==> config.mk <==
export PLATFORM = sky130hd
export DESIGN_NAME = washer_btn_conditioner
export DESIGN_NICKNAME = d
export VERILOG_FILES = /design/src/rtl/washer_btn_conditioner.sv
export SDC_FILE = /design/constraint.sdc
export NUM_CORES = 1
export LEC_CHECK = 0
export BUFFER_PORTS_ARGS = -buffer_cell sky130_fd_sc_hd__buf_2
export CORE_MARGIN = 4
export CORE_UTILIZATION = 59
export DETAILED_ROUTE_END_ITERATION = 8
export PLACE_DENSITY_LB_ADDON = 0.2
export SLEW_MARGIN = 20
export SYNTH_ARGS = -nofsm -noshare
export SYNTH_HDL_FRONTEND = slang
export SYNTH_SLANG_ARGS = --single-unit
==> constraint.sdc <==
create_clock -name clk -period 2.3 [get_ports clk]
set_input_delay 0.115 -clock clk [delete_from_list [all_inputs] [get_ports clk]]
set_output_delay 0.115 -clock clk [all_outputs]
set_load 0.01 [all_outputs]
==> src/rtl/washer_btn_conditioner.sv <==
// Push-button front end: 2-flop sync, per-channel debounce, then registered
// press/release edges and long-press/auto-repeat pulses from a hold counter.
module washer_btn_conditioner #(
  parameter int unsigned N_BTN           = 5,
  parameter int unsigned DEBOUNCE_CYCLES = 16,
  parameter int unsigned LONG_CYCLES     = 1000,
  parameter int unsigned REPEAT_CYCLES   = 200,
  parameter logic [N_BTN-1:0] REPEAT_MASK = 5'b10000
) (
  input  logic             clk,
  input  logic             in_reset,
  input  logic [N_BTN-1:0] in_btn,
  output logic [N_BTN-1:0] out_level,
  output logic [N_BTN-1:0] out_press,
  output logic [N_BTN-1:0] out_release,
  output logic [N_BTN-1:0] out_long,
  output logic [N_BTN-1:0] out_repeat
);

  localparam int unsigned DB_W   = $clog2(DEBOUNCE_CYCLES);
  localparam int unsigned HOLD_W = $clog2(LONG_CYCLES + REPEAT_CYCLES);

  localparam logic [DB_W-1:0]   DB_LAST     = DB_W'(DEBOUNCE_CYCLES - 1);
  localparam logic [HOLD_W-1:0] HOLD_LAST   = HOLD_W'(LONG_CYCLES - 1);
  localparam logic [HOLD_W-1:0] HOLD_RELOAD = HOLD_W'(LONG_CYCLES - REPEAT_CYCLES);

  logic [N_BTN-1:0]  sync1, sync2;
  logic [DB_W-1:0]   dbCnt       [N_BTN];
  logic [DB_W-1:0]   dbCntNext   [N_BTN];
  logic [HOLD_W-1:0] holdCnt     [N_BTN];
  logic [HOLD_W-1:0] holdCntNext [N_BTN];
  logic [N_BTN-1:0]  levelNext;
  logic [N_BTN-1:0]  longSeen, longSeenNext;
  logic [N_BTN-1:0]  hit;

  always_comb begin
    levelNext    = out_level;
    longSeenNext = '0;
    hit          = '0;
    for (int unsigned i = 0; i < N_BTN; i++) begin
      dbCntNext[i]   = '0;
      holdCntNext[i] = '0;

      if (sync2[i] != out_level[i]) begin
        if (dbCnt[i] == DB_LAST) levelNext[i] = ~out_level[i];
        else                     dbCntNext[i] = dbCnt[i] + DB_W'(1);
      end

      // Hold count is keyed on the next level so a release cuts it off in the
      // same edge, and the press cycle itself always shows a count of zero.
      if (levelNext[i] && out_level[i]) begin
        if (holdCnt[i] != HOLD_LAST) holdCntNext[i] = holdCnt[i] + HOLD_W'(1);
        else if (REPEAT_MASK[i])     holdCntNext[i] = HOLD_RELOAD;
        else                         holdCntNext[i] = HOLD_LAST;
      end

      hit[i] = levelNext[i] && (holdCntNext[i] == HOLD_LAST) && (holdCnt[i] != HOLD_LAST);
      longSeenNext[i] = levelNext[i] &&
                        (longSeen[i] || (out_level[i] && holdCnt[i] == HOLD_LAST));
    end
  end

  always_ff @(posedge clk) begin
    if (in_reset) begin
      sync1       <= '0;
      sync2       <= '0;
      out_level   <= '0;
      out_press   <= '0;
      out_release <= '0;
      out_long    <= '0;
      out_repeat  <= '0;
      longSeen    <= '0;
      for (int unsigned i = 0; i < N_BTN; i++) begin
        dbCnt[i]   <= '0;
        holdCnt[i] <= '0;
      end
    end else begin
      sync1       <= in_btn;
      sync2       <= sync1;
      out_level   <= levelNext;
      out_press   <= levelNext & ~out_level;
      out_release <= ~levelNext & out_level;
      out_long    <= hit & ~longSeen;
      out_repeat  <= hit & longSeen & REPEAT_MASK;
      longSeen    <= longSeenNext;
      for (int unsigned i = 0; i < N_BTN; i++) begin
        dbCnt[i]   <= dbCntNext[i];
        holdCnt[i] <= holdCntNext[i];
      end
    end
  end

endmodule

==> results.tsv, run 1 <==
stage	metric	value	unit
synth	synth_area_leaders	dfxtp_1, nor2_1, xor2_1	
worst_setup_path	cpPeakStageDelay	0.54	ns
worst_setup_path	timing.rr.start	holdCnt[0][44]	
finish	drive_gt1_frac	0.118	
worst_setup_path	reg2reg_slack	0.42	ns
global_route	grt_util_all_layers	0.178	
pwr	power-per-cell-area	615	nW/um^2
sta	holdWs	0.162	ns
hold_path	worstHoldStart	in_reset	
synth	synth_seq_cells	111	
clock_tree	clockBufferDepth	2	
sta	max_freq	532	MHz
pwr	switching_share	0.207	
floorplanning	initial_utilization	0.618	
synth	yosysSeqAreaShare	0.488	
sta	hold_violations	0	
floorplanning	io_pins	32	
synth	synthArstFlopShare	0	
routing	num_vias	3280	
finish	fin_nets	544	
synth	yosysTopAreaCell	dfxtp_1	
clock_tree	post_cts_buffers	0	
hold_path	hold_class	input pin to register	
global_route	grt_pass1_vias	3138	
hold_path	hold_end	out_level[1]	
pwr	combPwrFrac	0.013	
clock_tree	worstSkewPairLatency	0.37	ns
floorplanning	core	7370	sq um
place	portBuffers	27	
pwr	clockPowerShare	0.359	
synth	synth_top_cell_area_share	0.488	
sta	fin_crit	1.88	ns
finish	n_antenna_cell	0	
sta	tightestPinTransition	0.490	ns
finish	area.growth.synth_to_final	9.97	%
outcome	status	complete, no violations	
routing	drt_pass1_iterations	4	
worst_setup_path	cp.arrival	2.18	ns
run	cap_violations	0	
pwr	switchingPower	0.638	mW
synth	ys.flop_type	dfxtp_1	
clock_tree	htreeDepth	3	
finish	final.fill_count	608	
worst_setup_path	slowest_stage	or4b_4	
routing	wl_per_cell	11.8	um
pwr	internal-power	2.45	mW
worst_setup_path	critical_path.startpoint	holdCnt[0][44]	
routing	via_per_inst	5.20	
worst_setup_path	path_cells	ha_1, clkinv_1, nor4b_1, nand4b_1, or4b_4, nor2_1	
routing	route.antenna.remaining_nets	0	
synth	netlist_area	4560	sq um
place	place_congestion	0.850	
sta	slew_headroom	0.670	
synth	synth_cell_type_count	54	
global_route	overflow	0	
sta	clock_skew	0.0128	ns
worst_setup_path	r2r_cells	6	
sta	slew_violations	0	
routing	wl	7.46	mm
sta	setup_viol	0	
global_route	antenna_found_initial	0	
clock_tree	root_buffer	clkbuf_8	
hold_path	whs_path_depth	2	
clock_tree	numCtsBuffers	9	
pwr	peakVddDrop	353	uV
floorplanning	rows	31	
clock_tree	tritoncts	done	
routing	drc	0	
worst_setup_path	endpoint_kind	register	
pwr	sequentialPowerShare	0.628	
global_route	grt_start_max_net_pins	25	
worst_setup_path	worstPathMaxFanout	4	
clock_tree	cts.repair.resized	0	
clock_tree	cts_sinks	111	
worst_setup_path	start_kind	register	
routing	drt_iter0_drc	111	
floorplanning	die-width	95.9	um
synth	syn_inst	493	
place	hpwl	5.40	mm
worst_setup_path	worstSetupPathType	register to register	
synth	synth_area_per_cell	9.24	sq um
sta	rsz0062_at_grt	false	
sta	finalSetupTns	0	ns
synth	ys_warn_count	0	
clock_tree	clk_pin_slew_worst_paths	0.10	ns
pwr	leakagePower	1.83	nW
floorplanning	die_area	9190	sq um
sta	timing.final.crit_share	0.818	
floorplanning	die_h	95.9	um
worst_setup_path	cp_data_required_time	2.60	ns
synth	synth_edf_count	0	
global_route	grt_pass1_wl	13.1	mm
worst_setup_path	r2r-end	out_long[4]	
-- worst max-delay path by stage --
stage | slack (ns) | cells past startpoint | endpoint
floorplan | 0.56 | 6 | out_long[4]
global placement | 0.52 | 6 | out_long[4]
detailed placement | 0.45 | 6 | out_long[4]
CTS | 0.42 | 6 | out_long[4]
global route | 0.27 | 6 | out_repeat[4]
finish | 0.42 | 6 | out_long[4]
-- Yosys cell counts (2+ instances only) --
cell and n:
a21oi_1 15, a31oi_1 2, and3_1 11, buf_4 4, clkbuf_1 9, dfxtp_1 111
ha_1 10, inv_1 10, inv_2 2, mux2_2 2, mux2i_1 6, nand2_1 24
nand2b_1 5, nand3_1 37, nand3b_1 3, nand4_1 7, nand4b_1 3, nor2_1 79
nor2b_1 19, nor3_1 20, nor3b_1 4, nor4_1 3, nor4b_1 5, nor4b_2 2
o21ai_0 5, o21ai_1 4, or2_2 3, or3_1 2, or3b_1 2, or4_1 2
xnor2_1 28, xor2_1 32
-- placed cells by master (no fill, tap or decap), types with 3 or more instances in the layout --
| master | instances |
|---|---|
| dfxtp_1 | 111 |
| nor2_1 | 79 |
| nand3_1 | 37 |
| xor2_1 | 32 |
| xnor2_1 | 28 |
| buf_2 | 27 |
| nand2_1 | 24 |
| nor3_1 | 20 |
| nor2b_1 | 19 |
| a21oi_1 | 15 |
| and3_1 | 11 |
| inv_1 | 10 |
| ha_1 | 10 |
| clkbuf_8 | 9 |
| nand4_1 | 7 |
| mux2i_1 | 6 |
| nor4b_1 | 5 |
| o21ai_0 | 5 |
| nand2b_1 | 5 |
| clkinv_2 | 5 |
| dlygate4sd3_1 | 5 |
| nor3b_1 | 4 |
| o21ai_1 | 4 |
| conb_1 | 4 |
| or2_2 | 3 |
| nor4_1 | 3 |
| nand3b_1 | 3 |
| nand4b_1 | 3 |
-- cell families (layout without fill, tap and decap cells) --
kind of cell | count (synthesis) | in the layout | synth area share
compound gates | 32 | 32 | 0.0401
xor+xnor | 60 | 60 | 0.115
fa+ha+maj | 11 | 11 | 0.0297
buf+inv | 27 | 63 | 0.0258
flops | 111 | 111 | 0.488
mux | 8 | 8 | 0.0181
other cells | 1 | 4 | 0.000823
simple gates | 243 | 243 | 0.283
-- power by group through the flow --
stage	clock network (mW)	logic [mW]	registers, mW
6_report	1.11	0.0394	1.94
5_1_grt	1.22	0.0450	1.94
4_1_cts	1.15	0.0397	1.94
3_5_place_dp	0	0.0331	1.98
3_3_place_gp	0	0.0321	1.98
2_1_floorplan	0	0.0289	1.98
-- registers in the layout, indices dropped and copies added (netlist names) --
signal / flops
holdCnt: 55
dbCnt: 20
longSeen: 5
out_level: 5
out_long: 5
out_press: 5
out_release: 5
sync1: 5
sync2: 5
out_repeat: 1
-- through the flow --
stage	setup slack (ns)	cell area (sq um)	power [mW]	utilization	std cells
after floorplan	0.556	4570	2.01	-	496
after global placement	0.521	4770	2.01	0.648	610
after detailed placement	0.449	4770	2.02	0.648	610
after CTS	0.425	5010	3.12	0.680	631
after global routing	0.267	5010	3.21	0.680	631
final	0.420	5010	3.08	0.680	631
-- worst max-delay path, delay by kind of cell (launching register included) --
family | cells | cell delay (ns)
AND/OR/NAND/NOR | 4 | 1.11
flip-flops | 1 | 0.35
adder cells (fa/ha/maj) | 1 | 0.29
buffers and inverters | 1 | 0.07
-- timing repair --
item | 4_1_cts | 5_1_grt
hold buffers | 5 | 0
setup endpoints to repair | 0 | 0
endpoints found under the hold margin | 5 | 0
-- metal layers --
metal	vias to the layer above	part of all wire	global-route usage
li1	1735	-	-
met1	1491	0.48	0.215
met2	43	0.47	0.302
met3	11	0.031	0.0461
met4	0	0.017	0.0711
met5	-	0	0
-- cell type report --
cell class                      count  area (sq um)  area share
Multi-Input combinational cell    358          2230       0.445
Tap cell                           99           124      0.0247
Clock inverter                      7          63.8      0.0127
Timing Repair Buffer               34           200      0.0400
Sequential cell                   111          2220       0.443
Clock buffer                        9           124      0.0247
Inverter                           13          48.8     0.00974
Power figures use the tool's default switching activity.
==> run 2, diff against run 1 <==
==> constraint.sdc (replaced) <==
create_clock -name clk -period 1.74 [get_ports clk]
set_input_delay 0.087 -clock clk [delete_from_list [all_inputs] [get_ports clk]]
set_output_delay 0.087 -clock clk [all_outputs]
set_load 0.01 [all_outputs]
==> run 2 against run 1 <==
Critical path depth stayed put. Non-clock buffer count is 37 higher. Count of clock-buffer cells in the layout is 2 higher. Wire length is 9.8% higher. Register-to-register slack worse by 0.37 ns. Flip-flop and latch count stayed put. Sequential share of layout area is 2.5 points lower. Final area is 6.4% higher. Via count is 4.6% higher. Critical path type unchanged. Largest cell class unchanged. Largest power group unchanged. Highest routed layer unchanged.
==> results.tsv, run 2 (synthesis gave the netlist of run 1 again) <==
stage	metric	value	unit
finish	largest_reg_flops	55	
outcome	status	complete, no violations	
global_route	overflow	0	
worst_setup_path	worstSetupPathType	register to register	
place	portBuffers	27	
floorplanning	rows	31	
floorplanning	core	7370	sq um
place	place_congestion	0.867	
clock_tree	htreeDepth	3	
clock_tree	cts_sinks	111	
worst_setup_path	cp.arrival	2.00	ns
sta	max_freq	592	MHz
finish	drive_gt1_frac	0.201	
finish	final_cell_mix	dfxtp_1, nor2_1, buf_4	
finish	n_antenna_cell	0	
global_route	grt_start_max_net_pins	17	
clock_tree	clk_pin_slew_worst_paths	0.09	ns
routing	drt_iter0_drc	110	
finish	top_regs	holdCnt: 55 flops, dbCnt: 20 flops	
place	post_dp_cell_area	5030	sq um
finish	final_common_cell	dfxtp_1	
sta	timing.final.crit_share	0.971	
sta	rsz0062_at_grt	true	
global_route	grt_pass1_vias	3337	
worst_setup_path	cp_data_required_time	2.05	ns
worst_setup_path	worstPathMaxFanout	2	
finish	area.growth.synth_to_final	17.1	%
sta	fin_crit	1.69	ns
clock_tree	root_buffer	clkbuf_8	
floorplanning	die_area	9190	sq um
routing	num_vias	3431	
finish	final_area	5330	sq um
run	cap_violations	0	
floorplanning	die_h	95.9	um
worst_setup_path	start_kind	register	
sta	setup_viol	0	
pwr	power-per-cell-area	735	nW/um^2
sta	hold_violations	0	
sta	setup_slack	0.0506	ns
pwr	peakVddDrop	435	uV
routing	route.antenna.remaining_nets	0	
global_route	grt_util_all_layers	0.193	
clock_tree	worstSkewPairLatency	0.37	ns
routing	wl	8.18	mm
global_route	antenna_found_initial	0	
routing	drt_pass1_iterations	4	
hold_path	hold_class	input pin to register	
worst_setup_path	endpoint_kind	register	
floorplanning	die-width	95.9	um
sta	slew_violations	0	
finish	top_register	holdCnt	
routing	drc	0	
routing	wl_per_cell	12.3	um
sta	finalSetupTns	0	ns
clock_tree	clockBufferDepth	2	
floorplanning	initial_utilization	0.618	
global_route	grt_pass1_wl	14.2	mm
floorplanning	io_pins	32	
place	pre_cts_slack	-0.0873	ns
place	hpwl	5.95	mm
sta	clock_skew	0.0119	ns
clock_tree	tritoncts	done	
routing	via_per_inst	5.14	
pwr	leakagePower	2.01	nW
clock_tree	numCtsBuffers	9	
finish	fin_nets	581	
==> run 2: cell types whose count changed in the layout (fill, tap and decap cells not counted), sizes merged <==
cell and change:
clkbuf +2, bufinv -1, buf +37, inv +1, clkinv -3
==> run 2: path summary, 6_finish.rpt <==
| kind | from | end | slack, ns | cells after the start |
|---|---|---|---|---|
| min reg2reg | sync1[3] | sync2[3] | 0.45 | 1 |
| max | holdCnt[0][44] | out_long[4] | 0.05 | 6 |
| min | in_reset | sync1[0] | 0.07 | 2 |
| max reg2reg | holdCnt[0][44] | out_long[4] | 0.05 | 6 |
==> run 2: final cells by class <==
class	instances	area (sq um)
timing repair buffer	71	478
fill	551	2040
tap	99	124
multi-input combinational	358	2300
clock buffer	11	131
inverter	13	51.3
clock inverter	4	23.8
sequential	111	2230
==> run 2: routing by layer <==
metal  global-route usage  up-vias  wire length [um]
li1                     -     1806                 -
met1                0.230     1575              3810
met2                0.335       41              4000
met3               0.0547        9               278
met4               0.0628        0                86
met5                    0        -                 0
==> run 2: power breakdown <==
| group | leakage [nW] | switching, mW | internal [mW] |
|---|---|---|---|
| Combinational | 1.03 | 0.0284 | 0.0279 |
| Sequential | 0.899 | 0.00903 | 2.55 |
| Clock | 0.0829 | 0.792 | 0.510 |
| Total | 2.01 | 0.829 | 3.09 |
==> run 2: critical path, stage by stage, from the launching register on <==
cell and delay, ns:
dfxtp_2 0.36, ha_4 0.14, nand2_2 0.05, or3_1 0.32, xor2_1 0.16, or4b_4 0.50, nor2_1 0.11
==> run 2: metrics by stage <==
step	hold slack (ns)	std cells	utilization	power, mW
floorplan	0.215	496	-	2.66
global placement	0.294	644	0.683	2.67
detailed placement	0.305	644	0.683	2.67
CTS	0.0602	664	0.712	3.97
global route	0.0779	667	0.724	4.09
finish	0.0696	667	0.724	3.92
==> run 2: repair_timing <==
action,in CTS,in global routing
hold buffers,5,0
pin swaps,1,5
gates resized for setup,4,16
setup endpoints to repair,2,6
endpoints found under the hold margin,5,0
cloned,0,0
buffers inserted,0,3
==> run 3, diff against run 2 <==
--- a/config.mk
+++ b/config.mk
@@ -9,7 +9,7 @@
 export CORE_MARGIN = 4
 export CORE_UTILIZATION = 59
 export DETAILED_ROUTE_END_ITERATION = 8
-export PLACE_DENSITY_LB_ADDON = 0.2
+export PLACE_DENSITY = 0.78
 export SLEW_MARGIN = 20
 export SYNTH_ARGS = -nofsm -noshare
 export SYNTH_HDL_FRONTEND = slang
==> run 3 against run 2 <==
The run now ends with negative setup slack left. Critical path type unchanged. Global-route usage is 1.4 points higher. Final area increased by 0.91%. Clock power is 14% higher. Sequential share of layout area down 0.29 points. Flip-flop and latch count unchanged. Non-clock buffer count decreased by 2. Combinational power shrank 2%. Largest cell class unchanged. Wire length up 6.0%. Highest routed layer unchanged. Critical endpoint is now out_repeat[4]. Core utilization increased by 0.66 points. Worst hold slack worse by 0.0026 ns. Sequential power is essentially flat. Clock skew is 0.0022 ns lower.
==> results.tsv, run 3 (synthesis gave the netlist of run 1 again) <==
stage	metric	value	unit
worst_setup_path	cp.arrival	2.04	ns
pwr	switchingPower	0.829	mW
global_route	grt_start_max_net_pins	17	
pwr	sequentialPowerShare	0.625	
clock_tree	htreeDepth	3	
clock_tree	clk_pin_slew_worst_paths	0.10	ns
worst_setup_path	reg2reg_slack	-0.003	ns
pwr	power-per-cell-area	762	nW/um^2
sta	setup_viol	1	
worst_setup_path	r2r_cells	5	
floorplanning	die_h	95.9	um
place	place_congestion	0.873	
finish	largest_reg_flops	55	
floorplanning	die-width	95.9	um
hold_path	whs_path_depth	2	
routing	via_per_inst	5.31	
finish	area.growth.synth_to_final	18.1	%
finish	n_antenna_cell	0	
pwr	internal-power	3.27	mW
clock_tree	numCtsBuffers	9	
global_route	overflow	0	
pwr	leakagePower	2.03	nW
sta	slew_violations	0	
sta	timing.final.crit_share	1.00	
worst_setup_path	endpoint_kind	register	
worst_setup_path	worstPathMaxFanout	6	
floorplanning	io_pins	32	
global_route	antenna_found_initial	0	
routing	wl_per_cell	13.1	um
clock_tree	tritoncts	done	
finish	top_register	holdCnt	
sta	fin_crit	1.74	ns
finish	fin_nets	579	
sta	max_freq	574	MHz
clock_tree	cts_sinks	111	
clock_tree	clockBufferDepth	2	
pwr	fin_total_pwr	4.10	mW
hold_path	worstHoldStart	in_reset	
worst_setup_path	timing.rr.start	holdCnt[0][49]	
routing	num_vias	3523	
pwr	peakVddDrop	572	uV
outcome	violations	negative setup slack	
place	portBuffers	27	
place	hpwl	6.16	mm
global_route	grt_pass1_vias	3566	
hold_path	hold_class	input pin to register	
routing	route.antenna.remaining_nets	0	
floorplanning	core	7370	sq um
worst_setup_path	worstSetupPathType	register to register	
routing	drc	0	
routing	drt_pass1_iterations	4	
global_route	grt_pass1_wl	15.2	mm
finish	final_cell_mix	dfxtp_1, nor2_1, buf_4	
clock_tree	root_buffer	clkbuf_8	
outcome	status	finished with violations	
floorplanning	initial_utilization	0.618	
pwr	combPwrFrac	0.013	
floorplanning	die_area	9190	sq um
worst_setup_path	start_kind	register	
routing	wl	8.67	mm
sta	hold_violations	0	
finish	final_common_cell	dfxtp_1	
finish	drive_gt1_frac	0.214	
hold_path	hold_end	sync1[3]	
sta	clock_skew	0.00968	ns
pwr	switching_share	0.202	
sta	holdWs	0.0670	ns
sta	finalSetupTns	-0.00294	ns
global_route	grt_util_all_layers	0.207	
finish	final_area	5380	sq um
run	cap_violations	0	
place	post_dp_cell_area	5020	sq um
worst_setup_path	cp_data_required_time	2.04	ns
sta	setup_slack	-0.00294	ns
floorplanning	rows	31	
pwr	clockPowerShare	0.362	
worst_setup_path	r2r-end	out_repeat[4]	
routing	drt_iter0_drc	91	
sta	rsz0062_at_grt	true	
finish	top_regs	holdCnt: 55 flops, dbCnt: 20 flops	
clock_tree	worstSkewPairLatency	0.35	ns
run 3: worst max path at each step:
stage | start | endpoint | slack (ns) | depth (start not counted)
6_report | holdCnt[0][49] | out_repeat[4] | -0.003 | 5
5_1_grt | holdCnt[0][44] | out_repeat[4] | -0.09 | 6
4_1_cts | holdCnt[0][44] | out_long[4] | 0.005 | 6
3_5_place_dp | holdCnt[0][44] | out_repeat[4] | -0.13 | 6
3_3_place_gp | holdCnt[0][45] | out_repeat[4] | -0.04 | 6
2_1_floorplan | holdCnt[0][44] | out_long[4] | 0.006 | 6
run 3: layer usage:
metal  track usage  wire length [um]  up-vias
met2         0.360              4340       58
met5             0                 0        -
met3        0.0532               303       13
met1         0.244              3900     1648
li1              -                 -     1804
met4        0.0794               120        0
run 3: through the flow:
stage	util	std cells	setup slack (ns)
floorplan	-	496	0.00643
global placement	0.682	643	-0.0368
detailed placement	0.682	643	-0.126
CTS	0.719	663	0.00542
global route	0.730	664	-0.0934
finish	0.730	664	-0.00294
run 3: layout make-up:
type	count	area, sq um
Multi-Input combinational cell	358	2320
Sequential cell	111	2230
Fill cell	572	1990
Timing Repair Buffer	69	463
Clock buffer	11	141
Tap cell	99	124
Inverter	13	51.3
Clock inverter	3	45.0
run 3: power groups by stage:
| stage | Combinational (mW) | Sequential (mW) | Clock, mW |
|---|---|---|---|
| detailed placement | 0.0467 | 2.62 | 0 |
| finish | 0.0551 | 2.56 | 1.48 |
| CTS | 0.0554 | 2.56 | 1.53 |
| global placement | 0.0464 | 2.62 | 0 |
| global route | 0.0619 | 2.56 | 1.64 |
| floorplan | 0.0382 | 2.62 | 0 |
run 3: worst max-delay path, cell delays in order, from the launching register on:
cell and delay, ns:
dfxtp_1 0.45, inv_2 0.07, or3_4 0.40, xor2_2 0.16, or4b_4 0.51, nor2_2 0.09
run 3: timing repair:
item,CTS,global route
hold buffers,5,0
buffers inserted,1,1
hold endpoints to repair,5,0
setup endpoints to repair,2,10
gates resized for setup,9,22
pin swaps,4,6
